--- src/rtl/dmem_arb_pkg.sv ---
`default_nettype none
// +------------------------------------------------------------------------+
// | Module      : dmem_arb_pkg                                             |
// | Description : Shared types and widths for the data-memory arbiter.     |
// |               arb_state_t : arbiter FSM states (IDLE/L_BURST/YIELD)    |
// |               owner_t     : owner tag of the access in flight          |
// | Revision    : 1.0  initial release                                     |
// +------------------------------------------------------------------------+
package dmem_arb_pkg;

  localparam int ADDR_W = 32;
  localparam int DATA_W = 32;
  localparam int SIZE_W = 2;

  typedef enum logic [1:0] {
    IDLE    = 2'd0,
    L_BURST = 2'd1,
    YIELD   = 2'd2
  } arb_state_t;

  typedef enum logic [1:0] {
    NONE   = 2'd0,
    PIPE   = 2'd1,
    LOADER = 2'd2
  } owner_t;

endpackage
`default_nettype wire

--- src/rtl/dmem_arbiter_if.sv ---
`default_nettype none
// +------------------------------------------------------------------------+
// | Module      : dmem_arbiter_if                                          |
// | Description : Bundle of pipeline, loader, memory and statistics        |
// |               signals around the data-memory arbiter.                  |
// |               modport slave  : arbiter side                            |
// |               modport master : environment side (requesters + memory)  |
// | Revision    : 1.0  initial release                                     |
// +------------------------------------------------------------------------+
interface dmem_arbiter_if;
  import dmem_arb_pkg::*;

  // pipeline requester
  logic              p_req;
  logic              p_we;
  logic [SIZE_W-1:0] p_size;
  logic [ADDR_W-1:0] p_addr;
  logic [DATA_W-1:0] p_wdata;
  logic              p_gnt;
  logic              p_stall;
  logic              p_rvalid;
  logic [DATA_W-1:0] p_rdata;

  // loader requester
  logic              l_req;
  logic              l_lock;
  logic              l_we;
  logic [SIZE_W-1:0] l_size;
  logic [ADDR_W-1:0] l_addr;
  logic [DATA_W-1:0] l_wdata;
  logic              l_gnt;
  logic              l_rvalid;
  logic [DATA_W-1:0] l_rdata;

  // data memory port
  logic [ADDR_W-1:0] mem_addr;
  logic [DATA_W-1:0] mem_wdata;
  logic              mem_we;
  logic              mem_re;
  logic [SIZE_W-1:0] mem_size;
  logic [DATA_W-1:0] mem_rdata;

  // statistics
  logic [31:0]       stat_p_stall_cnt;
  logic [31:0]       stat_l_grant_cnt;

  modport slave (
    input  p_req, p_we, p_size, p_addr, p_wdata,
    output p_gnt, p_stall, p_rvalid, p_rdata,
    input  l_req, l_lock, l_we, l_size, l_addr, l_wdata,
    output l_gnt, l_rvalid, l_rdata,
    output mem_addr, mem_wdata, mem_we, mem_re, mem_size,
    input  mem_rdata,
    output stat_p_stall_cnt, stat_l_grant_cnt
  );

  modport master (
    output p_req, p_we, p_size, p_addr, p_wdata,
    input  p_gnt, p_stall, p_rvalid, p_rdata,
    output l_req, l_lock, l_we, l_size, l_addr, l_wdata,
    input  l_gnt, l_rvalid, l_rdata,
    input  mem_addr, mem_wdata, mem_we, mem_re, mem_size,
    output mem_rdata,
    input  stat_p_stall_cnt, stat_l_grant_cnt
  );

endinterface
`default_nettype wire

--- src/rtl/dmem_arb_burst_ctr.sv ---
`default_nettype none
// +------------------------------------------------------------------------+
// | Module      : dmem_arb_burst_ctr                                       |
// | Description : Loader burst length counter.                             |
// |   clk      in   clock                                                  |
// |   reset    in   synchronous active-low reset                           |
// |   i_clr    in   clear counter (with i_inc: load 1)                     |
// |   i_inc    in   count one loader grant                                 |
// |   o_at_max out  counter equals MAX_BURST                               |
// | Revision    : 1.0  initial release                                     |
// +------------------------------------------------------------------------+
module dmem_arb_burst_ctr #(
  parameter int MAX_BURST = 4,
  parameter int CNT_W     = 4
) (
  input  wire logic clk,
  input  wire logic reset,
  input  wire logic i_clr,
  input  wire logic i_inc,
  output logic      o_at_max
);

  logic [CNT_W-1:0] r_cnt;

  // clear+inc together loads 1: the grant that starts a new burst counts.
  always_ff @(posedge clk) begin
    if (!reset) begin
      r_cnt <= '0;
    end else if (i_clr) begin
      r_cnt <= i_inc ? CNT_W'(1) : '0;
    end else if (i_inc) begin
      r_cnt <= r_cnt + CNT_W'(1);
    end
  end

  assign o_at_max = (r_cnt == CNT_W'(MAX_BURST));

endmodule
`default_nettype wire

--- src/rtl/dmem_arbiter.sv ---
`default_nettype none
// +------------------------------------------------------------------------+
// | Module      : dmem_arbiter                                             |
// | Description : Two-requester arbiter for the single data-memory port.   |
// |               Pipeline has priority; the loader may lock the port for  |
// |               up to MAX_BURST grants, then must yield for one cycle.   |
// |   clk    in   clock, rising edge                                       |
// |   reset  in   synchronous active-low reset                             |
// |   bus    slave modport of dmem_arbiter_if (requests, grants, stall,    |
// |          read return, memory port, statistics)                         |
// | Optional : DMEM_ARB_STATS_EN enables saturating stall/grant counters;  |
// |            otherwise the stat ports are tied to zero.                  |
// | Revision    : 1.0  initial release                                     |
// +------------------------------------------------------------------------+
module dmem_arbiter
  import dmem_arb_pkg::*;
#(
  parameter int MAX_BURST = 4,
  parameter int CNT_W     = 4
) (
  input  wire logic     clk,
  input  wire logic     reset,
  dmem_arbiter_if.slave bus
);

  localparam logic [1:0] C_ST_IDLE   = IDLE;
  localparam logic [1:0] C_ST_LBURST = L_BURST;
  localparam logic [1:0] C_ST_YIELD  = YIELD;

  logic [1:0] r_state;
  logic [1:0] w_next;
  logic       w_p_gnt;
  logic       w_l_gnt;
  logic       w_cnt_clr;
  logic       w_cnt_inc;
  logic       w_at_max;
  logic       w_use_idle;
  logic       w_sel_we;
  owner_t     r_owner;
  logic       r_read_q;
  logic       w_p_rvalid;
  logic       w_l_rvalid;

  dmem_arb_burst_ctr #(
    .MAX_BURST (MAX_BURST),
    .CNT_W     (CNT_W)
  ) u_burst_ctr (
    .clk      (clk),
    .reset    (reset),
    .i_clr    (w_cnt_clr),
    .i_inc    (w_cnt_inc),
    .o_at_max (w_at_max)
  );

  // Arbitration and next state. Falling out of a burst re-arbitrates as
  // IDLE in the same cycle, so that path is shared via w_use_idle.
  always_comb begin
    w_p_gnt    = 1'b0;
    w_l_gnt    = 1'b0;
    w_next     = r_state;
    w_cnt_clr  = 1'b0;
    w_cnt_inc  = 1'b0;
    w_use_idle = 1'b0;

    case (r_state)
      C_ST_YIELD: begin
        w_next    = C_ST_IDLE;
        w_cnt_clr = 1'b1;
        if (bus.p_req) begin
          w_p_gnt = 1'b1;
        end else if (bus.l_req) begin
          w_l_gnt = 1'b1;
          if (bus.l_lock) begin
            w_next    = C_ST_LBURST;
            w_cnt_inc = 1'b1;
          end
        end
      end
      C_ST_LBURST: begin
        if (bus.l_req && bus.l_lock) begin
          if (w_at_max) begin
            // burst exhausted: idle cycle, pipeline gets the next slot
            w_next    = C_ST_YIELD;
            w_cnt_clr = 1'b1;
          end else begin
            w_l_gnt   = 1'b1;
            w_cnt_inc = 1'b1;
          end
        end else begin
          w_use_idle = 1'b1;
        end
      end
      default: w_use_idle = 1'b1;
    endcase

    if (w_use_idle) begin
      w_next    = C_ST_IDLE;
      w_cnt_clr = 1'b1;
      if (bus.p_req) begin
        w_p_gnt = 1'b1;
      end else if (bus.l_req) begin
        w_l_gnt = 1'b1;
        if (bus.l_lock) begin
          w_next    = C_ST_LBURST;
          w_cnt_inc = 1'b1;
        end
      end
    end

    if (!reset) begin
      w_p_gnt   = 1'b0;
      w_l_gnt   = 1'b0;
      w_cnt_inc = 1'b0;
    end
  end

  always_ff @(posedge clk) begin
    if (!reset) begin
      r_state  <= C_ST_IDLE;
      r_owner  <= NONE;
      r_read_q <= 1'b0;
    end else begin
      r_state  <= w_next;
      r_owner  <= w_p_gnt ? PIPE : (w_l_gnt ? LOADER : NONE);
      r_read_q <= (w_p_gnt | w_l_gnt) & ~w_sel_we;
    end
  end

  // memory port mux
  assign w_sel_we      = w_p_gnt ? bus.p_we : (w_l_gnt ? bus.l_we : 1'b0);
  assign bus.mem_addr  = w_p_gnt ? bus.p_addr  : (w_l_gnt ? bus.l_addr  : '0);
  assign bus.mem_wdata = w_p_gnt ? bus.p_wdata : (w_l_gnt ? bus.l_wdata : '0);
  assign bus.mem_size  = w_p_gnt ? bus.p_size  : (w_l_gnt ? bus.l_size  : '0);
  assign bus.mem_we    = (w_p_gnt | w_l_gnt) & w_sel_we;
  assign bus.mem_re    = (w_p_gnt | w_l_gnt) & ~w_sel_we;

  assign bus.p_gnt   = w_p_gnt;
  assign bus.l_gnt   = w_l_gnt;
  assign bus.p_stall = reset & bus.p_req & ~w_p_gnt;

  // A read granted just before reset asserts must not surface while reset
  // is held, so the return valids are qualified by reset as well.
  assign w_p_rvalid   = reset & r_read_q & (r_owner == PIPE);
  assign w_l_rvalid   = reset & r_read_q & (r_owner == LOADER);
  assign bus.p_rvalid = w_p_rvalid;
  assign bus.l_rvalid = w_l_rvalid;
  assign bus.p_rdata  = w_p_rvalid ? bus.mem_rdata : '0;
  assign bus.l_rdata  = w_l_rvalid ? bus.mem_rdata : '0;

`ifdef DMEM_ARB_STATS_EN
  logic [31:0] r_stat_p_stall;
  logic [31:0] r_stat_l_grant;

  always_ff @(posedge clk) begin
    if (!reset) begin
      r_stat_p_stall <= '0;
      r_stat_l_grant <= '0;
    end else begin
      if (bus.p_stall && (r_stat_p_stall != 32'hFFFF_FFFF)) begin
        r_stat_p_stall <= r_stat_p_stall + 32'd1;
      end
      if (w_l_gnt && (r_stat_l_grant != 32'hFFFF_FFFF)) begin
        r_stat_l_grant <= r_stat_l_grant + 32'd1;
      end
    end
  end

  assign bus.stat_p_stall_cnt = r_stat_p_stall;
  assign bus.stat_l_grant_cnt = r_stat_l_grant;
`else
  assign bus.stat_p_stall_cnt = '0;
  assign bus.stat_l_grant_cnt = '0;
`endif

endmodule
`default_nettype wire

--- src/flat_wrapper.sv ---
// flat-port wrapper written by rule: the top's interface ports become plain ports
module dmem_arbiter_flat import dmem_arb_pkg::*;
#(
  parameter int MAX_BURST = 4,
  parameter int CNT_W     = 4
)
  (clk, reset, bus_p_req, bus_p_we, bus_p_size, bus_p_addr, bus_p_wdata, bus_p_gnt, bus_p_stall, bus_p_rvalid, bus_p_rdata, bus_l_req, bus_l_lock, bus_l_we, bus_l_size, bus_l_addr, bus_l_wdata, bus_l_gnt, bus_l_rvalid, bus_l_rdata, bus_mem_addr, bus_mem_wdata, bus_mem_we, bus_mem_re, bus_mem_size, bus_mem_rdata, bus_stat_p_stall_cnt, bus_stat_l_grant_cnt);
  dmem_arbiter_if bus_i ();
  input  wire logic clk;
  input  wire logic reset;
  input wire logic [$bits(bus_i.p_req)-1:0] bus_p_req;
  input wire logic [$bits(bus_i.p_we)-1:0] bus_p_we;
  input wire logic [$bits(bus_i.p_size)-1:0] bus_p_size;
  input wire logic [$bits(bus_i.p_addr)-1:0] bus_p_addr;
  input wire logic [$bits(bus_i.p_wdata)-1:0] bus_p_wdata;
  output wire logic [$bits(bus_i.p_gnt)-1:0] bus_p_gnt;
  output wire logic [$bits(bus_i.p_stall)-1:0] bus_p_stall;
  output wire logic [$bits(bus_i.p_rvalid)-1:0] bus_p_rvalid;
  output wire logic [$bits(bus_i.p_rdata)-1:0] bus_p_rdata;
  input wire logic [$bits(bus_i.l_req)-1:0] bus_l_req;
  input wire logic [$bits(bus_i.l_lock)-1:0] bus_l_lock;
  input wire logic [$bits(bus_i.l_we)-1:0] bus_l_we;
  input wire logic [$bits(bus_i.l_size)-1:0] bus_l_size;
  input wire logic [$bits(bus_i.l_addr)-1:0] bus_l_addr;
  input wire logic [$bits(bus_i.l_wdata)-1:0] bus_l_wdata;
  output wire logic [$bits(bus_i.l_gnt)-1:0] bus_l_gnt;
  output wire logic [$bits(bus_i.l_rvalid)-1:0] bus_l_rvalid;
  output wire logic [$bits(bus_i.l_rdata)-1:0] bus_l_rdata;
  output wire logic [$bits(bus_i.mem_addr)-1:0] bus_mem_addr;
  output wire logic [$bits(bus_i.mem_wdata)-1:0] bus_mem_wdata;
  output wire logic [$bits(bus_i.mem_we)-1:0] bus_mem_we;
  output wire logic [$bits(bus_i.mem_re)-1:0] bus_mem_re;
  output wire logic [$bits(bus_i.mem_size)-1:0] bus_mem_size;
  input wire logic [$bits(bus_i.mem_rdata)-1:0] bus_mem_rdata;
  output wire logic [$bits(bus_i.stat_p_stall_cnt)-1:0] bus_stat_p_stall_cnt;
  output wire logic [$bits(bus_i.stat_l_grant_cnt)-1:0] bus_stat_l_grant_cnt;
  assign bus_i.p_req = bus_p_req;
  assign bus_i.p_we = bus_p_we;
  assign bus_i.p_size = bus_p_size;
  assign bus_i.p_addr = bus_p_addr;
  assign bus_i.p_wdata = bus_p_wdata;
  assign bus_p_gnt = bus_i.p_gnt;
  assign bus_p_stall = bus_i.p_stall;
  assign bus_p_rvalid = bus_i.p_rvalid;
  assign bus_p_rdata = bus_i.p_rdata;
  assign bus_i.l_req = bus_l_req;
  assign bus_i.l_lock = bus_l_lock;
  assign bus_i.l_we = bus_l_we;
  assign bus_i.l_size = bus_l_size;
  assign bus_i.l_addr = bus_l_addr;
  assign bus_i.l_wdata = bus_l_wdata;
  assign bus_l_gnt = bus_i.l_gnt;
  assign bus_l_rvalid = bus_i.l_rvalid;
  assign bus_l_rdata = bus_i.l_rdata;
  assign bus_mem_addr = bus_i.mem_addr;
  assign bus_mem_wdata = bus_i.mem_wdata;
  assign bus_mem_we = bus_i.mem_we;
  assign bus_mem_re = bus_i.mem_re;
  assign bus_mem_size = bus_i.mem_size;
  assign bus_i.mem_rdata = bus_mem_rdata;
  assign bus_stat_p_stall_cnt = bus_i.stat_p_stall_cnt;
  assign bus_stat_l_grant_cnt = bus_i.stat_l_grant_cnt;
  dmem_arbiter #(.MAX_BURST(MAX_BURST), .CNT_W(CNT_W)) u_core (.clk(clk), .reset(reset), .bus(bus_i));
endmodule
--- config.mk ---
export PLATFORM = sky130hd
export DESIGN_NAME = dmem_arbiter_flat
export DESIGN_NICKNAME = d
export VERILOG_FILES = /design/src/rtl/dmem_arb_pkg.sv /design/src/rtl/dmem_arbiter_if.sv /design/src/rtl/dmem_arb_burst_ctr.sv /design/src/rtl/dmem_arbiter.sv /design/src/flat_wrapper.sv
export SDC_FILE = /design/constraint.sdc
export NUM_CORES = 1
export LEC_CHECK = 0
export CORE_AREA = 2 2 143 145
export CTS_BUF_LIST = sky130_fd_sc_hd__clkbuf_8
export DETAILED_ROUTE_END_ITERATION = 16
export DIE_AREA = 0 0 145 147
export PLACE_DENSITY_LB_ADDON = 0.3
export SLEW_MARGIN = 10
export SYNTH_ARGS = -nofsm -noshare
export SYNTH_HDL_FRONTEND = slang
export SYNTH_HIERARCHICAL = 1
export SYNTH_SLANG_ARGS = --single-unit
--- constraint.sdc ---
create_clock -name clk -period 2 [get_ports clk]
set_clock_uncertainty 0.15 [all_clocks]
set_input_delay 0.3 -clock clk [delete_from_list [all_inputs] [get_ports clk]]
set_output_delay 0.3 -clock clk [all_outputs]
set_load 0.05 [all_outputs]
==> results.txt <==
* Status: finished with violations
- The checks that failed: setup timing.
* Initial Utilization: 10.9%
- Buf/Inv on CP: 4
- Port bufs: 307
- At the end of routability-driven placement, the weighted congestion stood at 0.780.
- Inserted Clock Buffers: 3
- Cell type group with the largest total delay on the critical path: simple AND/OR/NAND/NOR gates
* N_diodes: 0
- Measured along the y axis, the die boundary spans 147 um.
- Delay contributed by the slowest stage of the critical path: 340 ps
- Yosys mapped the design onto 37 distinct sky130hd cell types.
* Total core area: 19800 um2
* Total power of the final layout: 2.08 mW
* Number of enable flip-flop cells after synthesis: 0
- Mean instance size in the synthesized netlist: 7.56 um2
- Power per Cell Area: 255 nW/um2
- Dpl ws: -651 ps
* Detailed-placement wirelength estimate: 11700 um
* Switching power as a share of total power: 44.9%
- Fin crit share: 131%
* Most Frequent Cell on Critical Path: sky130_fd_sc_hd__buf_12
- Pin placement for this block handled 372 I/O pins.
- The initial antenna violation count was 0.
- In this run the core area contains 52 standard-cell rows.
- Yosys reg bits: 9
- Gate power share: 81.4%
- Worst min-delay path category: in2reg
- TritonCTS built the clock tree.
- Max IR drop VDD: 128 uV
- Net Sw Power: 0.935 mW
- The worst setup path is launched from a flip-flop.
- The later pin in the worst-skew pair is clocked with a latency of 230 ps.
* Wire length of the first global-routing pass: 22000 um
- The routed design has 14300 um of wire.
* Cell-internal power: 1.15 mW
- TritonCTS Sinks: 9
- Setup total negative slack on the finished layout was measured at -39860 ps.
- Chip width: 145 um
- The die covers 21300 um2.
- For this design the static power due to leakage is 3.51 nW.
- The critical path goes through inv_2, ha_4, and3b_1, and4bb_2, o21ai_4, a21boi_4, buf_12, buf_12, a22o_2, buf_12.
- In the global route stage, overall resource usage came out at 13.0%.
* Data arrival time of the critical path: 2180 ps
- The first detailed-routing pass ran for 4 iterations.
- WP data required: 1550 ps
- Routed wirelength normalized by instance count: 15.8 um
* Top achievable clock speed: 380 MHz
- Count of pins over their slew limit: 0
* Highest-delay cell along the critical path: sky130_fd_sc_hd__and4bb_2
- Counting flops with an async set or reset pin after synthesis yields a share of 0%.
- Critical Path Fanout Max: 17
- The total overflow left after global routing is 0.
- Cells after Synth: 285
* Drt via density: 3.72
* Fraction of final layout cells sized beyond drive strength 1: 57.0%
* Share of total power in the clock network: 9.6%
* Max-Cap Viols: 0
- 1st-iter DRT viols: 37
- Final critical delay including setup and external delays: 2630 ps
- RSZ-0062 raised after global routing: yes
- Yosys printed 6 warnings.
* Detailed-route via count: 3382
- In this run the number of H-tree levels came out at 1.
- The worst setup path is of the reg2out kind.
* Remaining design rule violation count: 0
- Largest net degree at the start of global routing: 18
* Root Buffer: sky130_fd_sc_hd__clkbuf_8
* Post-detailed-placement cell area: 7530 um2
* Count of final setup violators: 72
* Relative contribution of sequential cells to total power: 9.0%
- The tightest hold path in the finished design has a slack of 343 ps.
- Final std cell area, no fill: 8160 um2
- STA classifies the critical path endpoint as an output port.
* Post-synthesis cell area: 2160 um2
- The final number of hold-violating endpoints was 0.
* Final #Nets: 816
* Setup slack after layout: -629 ps
* Post-CTS Hold Fix Bufs: 0
- Clock-pin transition on the worst setup and hold timing paths: 40 ps
- Maximum buffer depth of the clock tree: 2
- The via count of the first global-routing pass is 3757.
* Top flip-flop cell by instance count after synthesis: sky130_fd_sc_hd__dfxtp_1
- ANT nets after route: 0
- After synthesis, flip-flops and latches occupy 8.36% of the total area.
* Area delta synth->final: 278%
==> cell families (layout without fill, tap and decap cells) <==
logic type,count (synthesis),in the layout,synth area share (%)
compound gates,79,79,31.3
buf+inv,94,385,29.3
fa+ha+maj,4,4,2.32
xor+xnor,2,2,0.813
flops,9,9,8.36
other cells,1,64,0.174
mux,1,1,0.464
simple gates,95,96,27.2
==> power by group through the flow <==
stage	registers (mW)	clock network (mW)	logic, mW
after global routing	0.188	0.223	1.76
after detailed placement	0.189	0	1.63
final	0.188	0.199	1.70
after global placement	0.189	0	1.62
after floorplan	0.189	0	0.895
after CTS	0.188	0.206	1.70
==> stage by stage <==
step / util, % / cells
finish: 41.1 / 910
global route: 41.1 / 910
CTS: 40.8 / 908
detailed placement: 37.9 / 884
global placement: 37.9 / 884
floorplan: - / 348
==> state kept, by name (all words and copies together), names as in the netlist <==
register and flops:
u_core/r_read_q 1, u_core/r_state 2, u_core/u_burst_ctr/r_cnt 4, u_core/r_owner 2
==> repair_timing <==
item	CTS	global route
resized for setup	80	22
pin swaps	8	9
setup buffers	13	3
gates cloned	7	0
setup endpoints to repair	140	102
==> final cells by class <==
class | instances | area [um2]
Fill cell | 1855 | 11700
Timing Repair Buffer | 374 | 5210
Multi-Input combinational cell | 246 | 2350
Tap cell | 270 | 338
Sequential cell | 9 | 188
Clock buffer | 3 | 41.3
Inverter | 7 | 26.3
Clock inverter | 1 | 3.75
==> path summary, 6_finish.rpt <==
check / from / end / slack [ps] / cells past startpoint
max reg2reg: u_core/u_burst_ctr/r_cnt[0]$_SDFFE_PN0P_ / u_core/u_burst_ctr/r_cnt[2]$_SDFFE_PN0P_ / -40 / 10
min reg2reg: u_core/u_burst_ctr/r_cnt[3]$_SDFFE_PN0P_ / u_core/u_burst_ctr/r_cnt[3]$_SDFFE_PN0P_ / 410 / 2
max: u_core/u_burst_ctr/r_cnt[1]$_SDFFE_PN0P_ / bus_mem_wdata[28] / -630 / 10
min: reset / u_core/u_burst_ctr/r_cnt[0]$_SDFFE_PN0P_ / 340 / 3
==> worst register-to-register path, cell delays in order, from the launching register on <==
cell and delay, ps:
sky130_fd_sc_hd__dfxtp_2 310, sky130_fd_sc_hd__inv_2 70, sky130_fd_sc_hd__ha_4 120, sky130_fd_sc_hd__and3b_1 180
sky130_fd_sc_hd__and4bb_2 260, sky130_fd_sc_hd__nor3_1 260, sky130_fd_sc_hd__nor2_2 110, sky130_fd_sc_hd__buf_4 160
sky130_fd_sc_hd__nand2_1 70, sky130_fd_sc_hd__xor2_1 170, sky130_fd_sc_hd__nor2_1 60
==> layer usage <==
layer  wire length [um]  track usage, %
met3               1270            4.22
met5                  0               0
met1               4840            13.4
met2               8200            26.2
met4                 27           0.990
==> Yosys cell counts (2+ instances only) <==
| library cell | n | area (um2) |
|---|---|---|
| sky130_fd_sc_hd__and2_1 | 65 | 407 |
| sky130_fd_sc_hd__o21ai_0 | 2 | 10.0 |
| sky130_fd_sc_hd__nand2_1 | 4 | 15.0 |
| sky130_fd_sc_hd__clkbuf_1 | 12 | 45.0 |
| sky130_fd_sc_hd__inv_1 | 6 | 22.5 |
| sky130_fd_sc_hd__buf_6 | 4 | 45.0 |
| sky130_fd_sc_hd__nand2b_1 | 2 | 12.5 |
| sky130_fd_sc_hd__a22o_1 | 66 | 578 |
| sky130_fd_sc_hd__nor3b_1 | 3 | 22.5 |
| sky130_fd_sc_hd__a21oi_1 | 4 | 20.0 |
| sky130_fd_sc_hd__ha_1 | 4 | 50.1 |
| sky130_fd_sc_hd__and4b_1 | 2 | 20.0 |
| sky130_fd_sc_hd__xor2_1 | 2 | 17.5 |
| sky130_fd_sc_hd__and3_1 | 2 | 12.5 |
| sky130_fd_sc_hd__buf_2 | 7 | 35.0 |
| sky130_fd_sc_hd__nor2_1 | 7 | 26.3 |
| sky130_fd_sc_hd__buf_4 | 64 | 480 |
| sky130_fd_sc_hd__nor3_1 | 2 | 10.0 |
| sky130_fd_sc_hd__dfxtp_1 | 9 | 180 |
==> cells in the final DEF, fill, tap and decap left out, types with 3 or more instances in the layout <==
| cell type | count |
|---|---|
| sky130_fd_sc_hd__nor2_1 | 6 |
| sky130_fd_sc_hd__inv_1 | 4 |
| sky130_fd_sc_hd__clkdlybuf4s50_1 | 167 |
| sky130_fd_sc_hd__dfxtp_1 | 3 |
| sky130_fd_sc_hd__a22o_4 | 53 |
| sky130_fd_sc_hd__inv_2 | 4 |
| sky130_fd_sc_hd__conb_1 | 64 |
| sky130_fd_sc_hd__a22o_2 | 13 |
| sky130_fd_sc_hd__clkbuf_8 | 3 |
| sky130_fd_sc_hd__dfxtp_2 | 6 |
| sky130_fd_sc_hd__and2_4 | 55 |
| sky130_fd_sc_hd__buf_6 | 9 |
| sky130_fd_sc_hd__nand2_1 | 3 |
| sky130_fd_sc_hd__buf_4 | 42 |
| sky130_fd_sc_hd__and2_2 | 9 |
| sky130_fd_sc_hd__ha_4 | 3 |
| sky130_fd_sc_hd__buf_16 | 6 |
| sky130_fd_sc_hd__buf_12 | 146 |
Note: power is estimated with default switching activity, not from simulation.
